==> src/rtl/fp_pkg.sv <==
// Shared FP types and rounding helpers used by the FP back-end units.
package fp_pkg;

    typedef enum logic [1:0] {
        FP16 = 2'd0,
        FP32 = 2'd1,
        FP64 = 2'd2
    } fp_format_e;

    typedef enum logic [2:0] {
        RNE = 3'b000,
        RTZ = 3'b001,
        RDN = 3'b010,
        RUP = 3'b011,
        RMM = 3'b100
    } roundmode_e;

    localparam int MAX_FP_WIDTH = 64;

    // u_result is right-aligned in a container wide enough for the largest format
    typedef struct packed {
        logic [MAX_FP_WIDTH-1:0] u_result;
        logic [1:0]              rs;
        logic                    round_en;
        logic                    invalid;
        logic [1:0]              exp_cout;
    } uround_res_t;

    typedef struct packed {
        logic nv;
        logic dz;
        logic of;
        logic uf;
        logic nx;
    } fflags_t;

    function automatic int fp_width(fp_format_e fmt);
        case (fmt)
            FP16:    return 16;
            FP64:    return 64;
            default: return 32;
        endcase
    endfunction

    function automatic int exp_width(fp_format_e fmt);
        case (fmt)
            FP16:    return 5;
            FP64:    return 11;
            default: return 8;
        endcase
    endfunction

    function automatic logic round_up(roundmode_e mode, logic sgn, logic l, logic g, logic s);
        case (mode)
            RNE:     return g & (s | l);
            RDN:     return sgn & (g | s);
            RUP:     return ~sgn & (g | s);
            RMM:     return g;
            default: return 1'b0;
        endcase
    endfunction

    // Returns 1 when an overflowed result saturates to infinity rather than max finite
    function automatic logic ovf_result(roundmode_e mode, logic sgn);
        case (mode)
            RNE, RMM: return 1'b1;
            RUP:      return ~sgn;
            RDN:      return sgn;
            default:  return 1'b0;
        endcase
    endfunction

endpackage

==> src/rtl/fp_round_pipe_if.sv <==
// Upstream/downstream valid-ready bus of the rounding pipeline.
interface fp_round_pipe_if #(parameter int FP_WIDTH = 32);
    import fp_pkg::*;

    logic                valid_i;
    logic                ready_o;
    uround_res_t         urnd_i;
    roundmode_e          rnd_i;
    logic                dz_i;
    logic                valid_o;
    logic                ready_i;
    logic [FP_WIDTH-1:0] result_o;
    logic [4:0]          fflags_o;

    modport master (
        output valid_i, urnd_i, rnd_i, dz_i, ready_i,
        input  ready_o, valid_o, result_o, fflags_o
    );

    modport slave (
        input  valid_i, urnd_i, rnd_i, dz_i, ready_i,
        output ready_o, valid_o, result_o, fflags_o
    );

endinterface

==> src/rtl/fp_round_core.sv <==
// Combinational datapath: stage-1 rounding increment and stage-2 overflow/underflow fix.
module fp_round_core import fp_pkg::*; #(
    parameter int EXP_WIDTH  = 8,
    parameter int MANT_WIDTH = 23
) (
    input  logic                                sign,
    input  logic [EXP_WIDTH+MANT_WIDTH-1:0]     exp_mant,
    input  logic [1:0]                          rs,
    input  logic                                round_en,
    input  roundmode_e                          mode,
    output logic [EXP_WIDTH+MANT_WIDTH:0]       sum,
    output logic                                inexact,

    input  logic                                s2_sign,
    input  logic [EXP_WIDTH+MANT_WIDTH:0]       s2_sum,
    input  logic                                s2_round_en,
    input  logic                                s2_inexact,
    input  logic [1:0]                          s2_exp_cout,
    input  roundmode_e                          s2_mode,
    input  logic                                s2_nv,
    input  logic                                s2_dz,
    output logic [EXP_WIDTH+MANT_WIDTH:0]       result,
    output fflags_t                             flags
);

    localparam int W = EXP_WIDTH + MANT_WIDTH;

    logic                 up;
    logic [EXP_WIDTH-1:0] rexp;
    logic                 carry;
    logic                 uf_zero;
    logic                 ovf;

    assign up      = round_up(mode, sign, exp_mant[0], rs[1], rs[0]);
    assign sum     = {1'b0, exp_mant} + {{W{1'b0}}, round_en & up};
    assign inexact = round_en & (rs[1] | rs[0]);

    assign carry = s2_sum[W];
    assign rexp  = s2_sum[W-1:MANT_WIDTH];

    // A negative exponent makes the truncated sum meaningless, so underflow outranks overflow
    assign uf_zero = s2_round_en & s2_exp_cout[1];
    assign ovf     = s2_round_en & ~s2_exp_cout[1] & ((s2_exp_cout == 2'b01) | carry | (&rexp));

    always_comb begin
        flags    = '0;
        flags.nv = s2_nv;
        flags.dz = s2_dz;
        result   = {s2_sign, s2_sum[W-1:0]};
        if (uf_zero) begin
            result    = {s2_sign, {W{1'b0}}};
            result[0] = ((s2_mode == RUP) & ~s2_sign) | ((s2_mode == RDN) & s2_sign);
            flags.uf  = 1'b1;
            flags.nx  = 1'b1;
        end else if (ovf) begin
            if (ovf_result(s2_mode, s2_sign))
                result = {s2_sign, {EXP_WIDTH{1'b1}}, {MANT_WIDTH{1'b0}}};
            else
                result = {s2_sign, {{(EXP_WIDTH-1){1'b1}}, 1'b0}, {MANT_WIDTH{1'b1}}};
            flags.of = 1'b1;
            flags.nx = 1'b1;
        end else if (s2_round_en) begin
            flags.uf = (rexp == '0) & s2_inexact;
            flags.nx = s2_inexact;
        end
    end

endmodule

==> src/rtl/fp_round_pipe.sv <==
// Two-stage elastic IEEE-754 rounding pipeline.
// Define FP_ROUND_ACC_FLAGS_EN to add the sticky fflags accumulator (clr_flags_i/fflags_acc_o).
module fp_round_pipe import fp_pkg::*; #(
    parameter fp_format_e FP_FORMAT = FP32
) (
    input  logic clk_i,
    input  logic reset_i,
    input  logic flush_i,
`ifdef FP_ROUND_ACC_FLAGS_EN
    input  logic       clr_flags_i,
    output logic [4:0] fflags_acc_o,
`endif
    fp_round_pipe_if.slave bus
);

    localparam int FP_WIDTH   = fp_width(FP_FORMAT);
    localparam int EXP_WIDTH  = exp_width(FP_FORMAT);
    localparam int MANT_WIDTH = FP_WIDTH - EXP_WIDTH - 1;

    logic                  s1_valid;
    logic [FP_WIDTH-1:0]   s1_sum;
    logic                  s1_sign;
    logic                  s1_round_en;
    logic                  s1_inexact;
    logic [1:0]            s1_exp_cout;
    roundmode_e            s1_mode;
    logic                  s1_nv;
    logic                  s1_dz;
    logic                  s2_valid;
    logic [FP_WIDTH-1:0]   s2_result;
    fflags_t               s2_flags;

    logic                  s1_advance;
    logic                  accept;
    logic [FP_WIDTH-1:0]   core_sum;
    logic                  core_inexact;
    logic [FP_WIDTH-1:0]   core_result;
    fflags_t               core_flags;

    if (FP_WIDTH < MAX_FP_WIDTH) begin : g_pad
        logic unused_pad;
        assign unused_pad = ^bus.urnd_i.u_result[MAX_FP_WIDTH-1:FP_WIDTH];
    end

    assign s1_advance  = ~s2_valid | bus.ready_i;
    assign bus.ready_o = ~s1_valid | s1_advance;
    assign accept      = bus.valid_i & bus.ready_o;

    fp_round_core #(.EXP_WIDTH(EXP_WIDTH), .MANT_WIDTH(MANT_WIDTH)) core (
        .sign        (bus.urnd_i.u_result[FP_WIDTH-1]),
        .exp_mant    (bus.urnd_i.u_result[FP_WIDTH-2:0]),
        .rs          (bus.urnd_i.rs),
        .round_en    (bus.urnd_i.round_en),
        .mode        (bus.rnd_i),
        .sum         (core_sum),
        .inexact     (core_inexact),
        .s2_sign     (s1_sign),
        .s2_sum      (s1_sum),
        .s2_round_en (s1_round_en),
        .s2_inexact  (s1_inexact),
        .s2_exp_cout (s1_exp_cout),
        .s2_mode     (s1_mode),
        .s2_nv       (s1_nv),
        .s2_dz       (s1_dz),
        .result      (core_result),
        .flags       (core_flags)
    );

    // Flush kills both stages and wins over any accept in the same cycle
    always_ff @(posedge clk_i or negedge reset_i) begin
        if (!reset_i) begin
            s1_valid <= 1'b0;
            s2_valid <= 1'b0;
        end else if (flush_i) begin
            s1_valid <= 1'b0;
            s2_valid <= 1'b0;
        end else begin
            if (s1_advance) s2_valid <= s1_valid;
            if (bus.ready_o) s1_valid <= bus.valid_i;
        end
    end

    always_ff @(posedge clk_i) begin
        if (accept) begin
            s1_sum      <= core_sum;
            s1_sign     <= bus.urnd_i.u_result[FP_WIDTH-1];
            s1_round_en <= bus.urnd_i.round_en;
            s1_inexact  <= core_inexact;
            s1_exp_cout <= bus.urnd_i.exp_cout;
            s1_mode     <= bus.rnd_i;
            s1_nv       <= bus.urnd_i.invalid;
            s1_dz       <= bus.dz_i;
        end
    end

    always_ff @(posedge clk_i or negedge reset_i) begin
        if (!reset_i) begin
            s2_result <= '0;
            s2_flags  <= '0;
        end else if (s1_valid & s1_advance) begin
            s2_result <= core_result;
            s2_flags  <= core_flags;
        end
    end

    assign bus.valid_o  = s2_valid;
    assign bus.result_o = s2_result;
    assign bus.fflags_o = s2_flags;

`ifdef FP_ROUND_ACC_FLAGS_EN
    always_ff @(posedge clk_i or negedge reset_i) begin
        if (!reset_i)
            fflags_acc_o <= '0;
        else if (clr_flags_i)
            fflags_acc_o <= '0;
        else if (s2_valid & bus.ready_i)
            fflags_acc_o <= fflags_acc_o | s2_flags;
    end
`endif

endmodule

==> src/flat_wrapper.sv <==
// flat-port wrapper written by rule: the top's interface ports become plain ports
module fp_round_pipe_flat import fp_pkg::*;
#(
    parameter fp_format_e FP_FORMAT = FP32
)
  (clk_i, reset_i, flush_i, bus_valid_i, bus_urnd_i, bus_rnd_i, bus_dz_i, bus_ready_i, bus_ready_o, bus_valid_o, bus_result_o, bus_fflags_o);
  fp_round_pipe_if #(.FP_WIDTH(32)) bus_i ();
  input  logic clk_i;
  input  logic reset_i;
  input  logic flush_i;
  input wire logic [$bits(bus_i.valid_i)-1:0] bus_valid_i;
  input wire logic [$bits(bus_i.urnd_i)-1:0] bus_urnd_i;
  input wire logic [$bits(bus_i.rnd_i)-1:0] bus_rnd_i;
  input wire logic [$bits(bus_i.dz_i)-1:0] bus_dz_i;
  input wire logic [$bits(bus_i.ready_i)-1:0] bus_ready_i;
  output wire logic [$bits(bus_i.ready_o)-1:0] bus_ready_o;
  output wire logic [$bits(bus_i.valid_o)-1:0] bus_valid_o;
  output wire logic [$bits(bus_i.result_o)-1:0] bus_result_o;
  output wire logic [$bits(bus_i.fflags_o)-1:0] bus_fflags_o;
  assign bus_i.valid_i = bus_valid_i;
  assign bus_i.urnd_i = bus_urnd_i;
  assign bus_i.rnd_i = bus_rnd_i;
  assign bus_i.dz_i = bus_dz_i;
  assign bus_i.ready_i = bus_ready_i;
  assign bus_ready_o = bus_i.ready_o;
  assign bus_valid_o = bus_i.valid_o;
  assign bus_result_o = bus_i.result_o;
  assign bus_fflags_o = bus_i.fflags_o;
  fp_round_pipe #(.FP_FORMAT(FP_FORMAT)) u_core (.clk_i(clk_i), .reset_i(reset_i), .flush_i(flush_i), .bus(bus_i));
endmodule
==> config.mk <==
export PLATFORM = sky130hd
export DESIGN_NAME = fp_round_pipe_flat
export DESIGN_NICKNAME = d
export VERILOG_FILES = /design/src/rtl/fp_pkg.sv /design/src/rtl/fp_round_pipe_if.sv /design/src/rtl/fp_round_core.sv /design/src/rtl/fp_round_pipe.sv /design/src/flat_wrapper.sv
export SDC_FILE = /design/constraint.sdc
export NUM_CORES = 1
export LEC_CHECK = 0
export ABC_AREA = 0
export ABC_CLOCK_PERIOD_IN_PS = 6100
export CAP_MARGIN = 20
export CORE_MARGIN = 3
export CORE_UTILIZATION = 49
export DETAILED_ROUTE_END_ITERATION = 7
export PLACE_DENSITY = 0.89
export SYNTH_ARGS = -nofsm -noshare
export SYNTH_HDL_FRONTEND = slang
export SYNTH_SLANG_ARGS = --single-unit
export TNS_END_PERCENT = 20
==> constraint.sdc <==
create_clock -name clk_i -period 6.1 [get_ports clk_i]
set_clock_uncertainty 0.15 [all_clocks]
set_input_delay 1.22 -clock clk_i [delete_from_list [all_inputs] [get_ports clk_i]]
set_output_delay 1.22 -clock clk_i [all_outputs]
set_load 0.02 [all_outputs]
==> impl_results.md, run 1 <==
* Req. time, crit path at 6.05 ns
* Final worst slack at 2.192 ns
* RePlAce Congestion at 0.8649
* CP startpoint kind: input pin
* Synth warnings at 0
* RSZ-0062 raised after global routing: no
* Min-delay src: u_core.s1_nv
* Worst Tran Pin Value at 0.9822 ns
* Final Hold Fails at 0
* Static Leak at 1.822 nW
* Mux contribution to synthesized area at 0%
* Sequential Area at 2237 sq um
* Main combinational cell family by area after synthesis: simple AND/OR/NAND/NOR gates
* Vias per cell at 5.593
* Layout cells sized above 1 at 7.239%
* Post-Place Worst Slack at 1.792 ns
* Slowest cell on crit path: nor4_4
* Launching point of the worst reg2reg path: u_core.s1_round_en
* Post-synthesis simple-gate area fraction at 16.83%
* First-pass GRT wire length at 13.21 mm
* Number of I/O port buffers at 85
* Period utilization at 64.06%
* CTS buffer count at 9
* Final setup fails at 0
* Initial Util at 51.39%
* Synth Net Count at 361
* Syn-to-layout area delta at 34.99%
* Setup crit end kind: flop
* Crit Path Category: input pin to flop
* Worst-path cell chain: clkdlybuf4s50_1, xnor2_1, nor4b_1, o21a_1, ha_1, ha_1, nand3_1, nor4_4, nand3_1, xnor2_1
* Hold Path Class: flop to flop
* Total die area at 8342 sq um
* Cell taking the most area after synthesis: edfxtp_1
* Top FF cell, synth: edfxtp_1
* Detail Placement HPWL at 5.737 mm
* Minimum clock period at 3.908 ns
* Clock Latency Late Sink at 0.36 ns
* Post-CTS Resized at 0
* Fin. max-slew vios at 0
* Finished Cell Area at 4817 sq um
* Syn Std Cell Area at 3568 sq um
* DR vias at 2,623
* CTS tree: done
* Post-Synth Adder-Cell Area at 0.7013%
* Maximum clock insertion buffer count at 2
* R2R Setup Slk at 3.54 ns
* VDD IR-drop max at 0.0001263 V
* Cts hold-fix bufs at 0
* Avg Inst Size Synth at 12.74 sq um
* DR WL/cell at 17.23 microns
* Worst r2r path cells at 5
* Top post-synthesis cells by area: edfxtp_1 (35%), dfrtp_1 (27%), xnor2_1 (6.6%), a221o_1 (6.2%), nand2_1 (3.4%)
* Top cell type's share of synthesized area at 35.34%
* Die width at 91.34 microns
* I/O pin cnt at 118
* Max Freq at 0.2559 GHz
* Worst-path clk slew at 0.08 ns
* Root Buffer: clkbuf_8
* Tot Pwr at 1.485 mW
* Sinks on Clock Net at 81
* Total grt overflow at 0
* Post-synth EDFFs at 42
* Worst Hold End: u_core.bus.fflags_o[4]
* Row cnt at 30
* Area of the multi-input gates at 1282 sq um
* Fill cell count at 458
* DRC errors left at 0
* NumNets Final at 449
* Area after DPL at 4501 sq um
* Max-Cap Viols at 0
* Top cells by count, synth: edfxtp_1 (42), dfrtp_1 (39), nand2_1 (32)
* H-tree depth at 3
* Antenna-violating nets left at 0
* Netlist cell types at 37
* Iteration-0 DRC Markers at 260
* Syn Inst Count at 280
* Final setup TNS at 0 ns
* CP bufs+invs at 1
* Post-CTS Repair Setup Buffers at 0
* Count leader, synth: edfxtp_1
* Crit path depth at 10
* Initial antenna violation count at 0
* Critical Path Fanout Max at 6
* Number of global-route vias before repair at 2,663
* PwrDens at 308.3 nW/um^2
* Seq cells post-synth at 81
* Total Wirelength at 8.081 mm
* Die Y at 91.34 microns
* Relative slew slack at 34.52%
* Pin count of the biggest net entering global routing at 43
* Compound-Gate Fraction of Synth Area at 10.76%
* ANT cells at 0
* Seq/Total Area, Yosys at 62.69%
* Post-synth ARST share at 48.15%
* Run status: finished, final reports clean
* Hold depth at 2
* Largest stage delay, worst path at 0.53 ns
* Crit path max-delay family: simple AND/OR/NAND/NOR gates
* Core box area at 6944 sq um
* RR Endpoint: u_core.bus.result_o[11]
* DRT Pass-1 Iters at 6
* Post-synthesis xor/xnor area fraction at 7.609%
* CP Data Arrival Time at 3.86 ns
* Total GRT Usage at 20.30%
-- stage by stage --
step	util, %	hold slack (ns)	cells
final	69.37	0.3022	469
after global routing	69.37	0.3489	469
after CTS	68.97	0.3100	468
after detailed placement	64.81	0.2903	452
after global placement	64.81	0.2712	452
after floorplan	-	0.2646	280
-- worst max-delay path by stage --
| stage | from | endpoint |
|---|---|---|
| floorplan | bus_urnd_i[37] | u_core.s1_sum[18] |
| global placement | bus_rnd_i[0] | u_core.s1_sum[22] |
| detailed placement | bus_rnd_i[0] | u_core.s1_sum[22] |
| CTS | bus_rnd_i[0] | u_core.s1_sum[22] |
| global route | bus_rnd_i[0] | u_core.s1_sum[22] |
| finish | bus_rnd_i[0] | u_core.s1_sum[22] |
-- registers in the layout (all words and copies together) (netlist names), 2 cells and up --
name and cells:
u_core.bus.result_o 32, u_core.bus.fflags_o 5, u_core.s1_exp_cout 2, u_core.s1_sum 32, u_core.s1_mode 3
-- cells in the final DEF, fill, tap and decap left out, drive strengths merged, types with 4 or more instances in the layout --
| master | netlist | layout |
|---|---|---|
| clkbuf | 6 | 9 |
| a21oi | 11 | 11 |
| nand2 | 32 | 32 |
| nor3 | 6 | 6 |
| dfrtp | 39 | 39 |
| nand3 | 17 | 17 |
| and3 | 4 | 4 |
| clkdlybuf4s50 | 0 | 84 |
| o21ai | 11 | 11 |
| bufinv | 0 | 5 |
| xnor2 | 27 | 27 |
| nor2 | 11 | 11 |
| xor2 | 4 | 4 |
| nand4 | 15 | 15 |
| nor4 | 5 | 5 |
| a221o | 22 | 22 |
| edfxtp | 42 | 42 |
-- cell families (layout without fill, tap and decap cells) --
group / after synthesis / after routing
fa+ha+maj: 2 / 2
flops: 81 / 81
simple gates: 104 / 104
buf+inv: 12 / 105
xor+xnor: 31 / 31
compound gates: 50 / 50
-- final cells by class --
| cell class | instances | share of cell area, % |
|---|---|---|
| tap | 96 | 2.494 |
| clock inverter | 7 | 3.429 |
| multi-input combinational | 187 | 26.62 |
| sequential | 81 | 46.44 |
| inverter | 2 | 0.1558 |
| timing repair buffer | 87 | 18.29 |
| clock buffer | 9 | 2.571 |
-- routing by layer --
layer / GRT usage (%) / share of wire [%] / vias up
li1: - / - / 1246
met1: 26.08 / 41 / 1255
met2: 32.86 / 50 / 102
met3: 4.308 / 6.3 / 20
met4: 9.673 / 2.8 / 0
met5: 0 / 0 / -
-- power by group --
| group | internal [mW] | switching (mW) |
|---|---|---|
| Clock | 0.355 | 0.191 |
| Sequential | 0.636 | 0.0334 |
| Combinational | 0.137 | 0.133 |
| Total | 1.13 | 0.357 |
-- worst min-delay path, delay by kind of cell, from the launching register on --
kind             cells  cell delay [ns]
AND/OR/NAND/NOR      2             0.10
flip-flops           1             0.33
Power figures use the tool's default switching activity.
==> run 2: changes to the inputs <==
--- a/config.mk
+++ b/config.mk
@@ -6,12 +6,12 @@
 export NUM_CORES = 1
 export LEC_CHECK = 0
 export ABC_AREA = 0
-export ABC_CLOCK_PERIOD_IN_PS = 6100
+export ABC_CLOCK_PERIOD_IN_PS = 3700
 export CAP_MARGIN = 20
 export CORE_MARGIN = 3
-export CORE_UTILIZATION = 49
+export CORE_UTILIZATION = 46
 export DETAILED_ROUTE_END_ITERATION = 7
-export PLACE_DENSITY = 0.89
+export PLACE_DENSITY = 0.84
 export SYNTH_ARGS = -nofsm -noshare
 export SYNTH_HDL_FRONTEND = slang
 export SYNTH_SLANG_ARGS = --single-unit
==> constraint.sdc (replaced) <==
create_clock -name clk_i -period 3.7 [get_ports clk_i]
set_clock_uncertainty 0.15 [all_clocks]
set_input_delay 0.74 -clock clk_i [delete_from_list [all_inputs] [get_ports clk_i]]
set_output_delay 0.74 -clock clk_i [all_outputs]
set_load 0.02 [all_outputs]
==> impl_results.md, run 2 (synthesis gave the netlist of run 1 again) <==
* CP Data Arrival Time at 3.31 ns (-0.55 ns)
* First-pass GRT wire length at 12.47 mm (-5.6%)
* Final Hold Fails at 0 (unchanged)
* Hold Path Class: flop to flop
* Number of I/O port buffers at 85 (unchanged)
* Fill cell count at 574 (+25%)
* Syn-to-layout area delta at 33.20%
* Detail Placement HPWL at 5.772 mm (+0.61%)
* Final worst slack at 0.3265 ns (-1.866 ns)
* Commonest non-fill, non-tap cells in the layout: clkdlybuf4s50_1 (84), edfxtp_1 (42), dfrtp_1 (39), nand2_1 (32), xnor2_1 (27)
* Cts hold-fix bufs at 0 (unchanged)
* RePlAce Congestion at 0.8633 (-0.18%)
* Initial antenna violation count at 0 (unchanged)
* Final setup TNS at 0 ns (unchanged)
* Antenna-violating nets left at 0 (unchanged)
* Commonest non-fill, non-tap cell in the layout: clkdlybuf4s50_1
* Critical Path Fanout Max at 6 (unchanged)
* H-tree depth at 3 (unchanged)
* Pin count of the biggest net entering global routing at 43 (unchanged)
* Max-Cap Viols at 0 (unchanged)
* ANT cells at 0 (unchanged)
* Row cnt at 31 (+3.3%)
* CTS tree: done
* PwrDens at 454.2 nW/um^2 (+47%)
* Total Wirelength at 7.729 mm (-4.4%)
* CTS buffer count at 9 (unchanged)
* DR WL/cell at 16.14 microns (-6.4%)
* Iteration-0 DRC Markers at 151 (-42%)
* Worst Tran Pin Value at 0.9552 ns (-0.02694 ns)
* Minimum clock period at 3.374 ns
* Number of global-route vias before repair at 2,539 (-4.7%)
* Initial Util at 48.42% (-3.0 points)
* Hold Slack at 0.3011 ns (-0.001175 ns)
* Relative slew slack at 36.16% (+1.6 points)
* Fin. max-slew vios at 0 (unchanged)
* DRC errors left at 0 (unchanged)
* CP startpoint kind: input pin
* Die width at 94.08 microns (+3.0%)
* RSZ-0062 raised after global routing: no
* Final setup fails at 0 (unchanged)
* Post-CTS Resized at 0 (unchanged)
* Maximum clock insertion buffer count at 2 (unchanged)
* DRT Pass-1 Iters at 4 (-2)
* Setup crit end kind: flop
* Req. time, crit path at 3.64 ns (-2.41 ns)
* Period utilization at 91.18%
* I/O pin cnt at 118 (unchanged)
* Crit Path Category: input pin to flop
* Dpl cells at 463 (+2.4%)
* Worst-path clk slew at 0.08 ns (about the same)
* Run status: finished, final reports clean
* Max Freq at 0.2964 GHz
* Total die area at 8850 sq um (+6.1%)
* Post-Place Worst Slack at -0.002380 ns (-1.794 ns)
* Static Leak at 1.802 nW (-1.1%)
* NumNets Final at 456 (+1.6%)
* Root Buffer: clkbuf_8
* Layout cells sized above 1 at 8.158% (+0.92 points)
* Final non-filler cell total at 479 (+2.1%)
* Tot Pwr at 2.159 mW (+45%)
* Post-CTS Repair Setup Buffers at 0 (unchanged)
* Total grt overflow at 0 (unchanged)
* Clock Latency Late Sink at 0.34 ns (-0.02 ns)
* Sinks on Clock Net at 81 (unchanged)
* VDD IR-drop max at 0.0002338 V (+85%)
* DR vias at 2,610 (-0.50%)
* Die Y at 94.08 microns (+3.0%)
* Total GRT Usage at 18.37% (-1.9 points)
* Core box area at 7370 sq um (+6.1%)
* Vias per cell at 5.449 (-2.6%)
[run 2: cell count changes in the layout (fill, tap and decap cells not counted)]
cell and delta:
buf_4 +8, buf_16 -1, bufinv_16 -4, inv_4 -1, clkinv_4 -1, clkinv_1 +1, clkinv_2 +2, clkbuf_1 +2
clkbuf_8 +1
[run 2: area by class of cell]
| cell class | instances | area [sq um] | area share (%) |
|---|---|---|---|
| clock buffers | 12 | 145.1 | 3.053 |
| inverters | 2 | 7.507 | 0.1579 |
| repair buffers | 94 | 913.4 | 19.22 |
| well taps | 99 | 123.9 | 2.606 |
| flip-flops and latches | 81 | 2237 | 47.07 |
| multi-input cells | 187 | 1282 | 26.98 |
| clock inverters | 4 | 43.79 | 0.9213 |
[run 2: where the power goes]
part | internal [mW] | switching [mW] | total [mW]
Sequential | 1.05 | 0.0554 | 1.10
Combinational | 0.225 | 0.215 | 0.439
Clock | 0.326 | 0.289 | 0.615
[run 2: worst paths after layout]
check	slack (ns)	endpoint	start	cells after the start
setup / recovery	0.33	u_core.s1_sum[24]	bus_rnd_i[0]	10
hold / removal	0.30	u_core.bus.fflags_o[4]	u_core.s1_nv	2
setup reg to reg	1.58	u_core.bus.result_o[7]	u_core.s1_sum[29]	5
hold reg to reg	0.30	u_core.bus.fflags_o[4]	u_core.s1_nv	2
max in group asynchronous	2.52	u_core.bus.result_o[15]	reset_i	1
min in group asynchronous	0.34	u_core.bus.fflags_o[3]	reset_i	1
[run 2: critical path: stages]
cell and delay (ns):
clkdlybuf4s50_1 0.47, xnor2_1 0.17, nor4b_1 0.31, o21a_1 0.16, ha_1 0.23, ha_1 0.20
nand3_1 0.18, nor4_4 0.53, nand4_1 0.17, xnor2_1 0.15
[run 2: stage by stage]
stage | cell area (sq um) | utilization [%]
after floorplan | 3568 | -
after global placement | 4564 | 61.94
after detailed placement | 4564 | 61.94
after CTS | 4753 | 64.50
after global routing | 4753 | 64.50
final | 4753 | 64.50
[run 2: metal layers]
| layer | vias to the layer above | wire length [microns] | part of all wire (%) | track usage [%] |
|---|---|---|---|---|
| met5 | - | 0 | 0 | 0 |
| met4 | 0 | 125 | 1.6 | 7.581 |
| met3 | 10 | 387 | 5.0 | 2.644 |
| met2 | 77 | 3992 | 52 | 31.76 |
| met1 | 1262 | 3222 | 42 | 23.06 |
| li1 | 1261 | - | - | - |
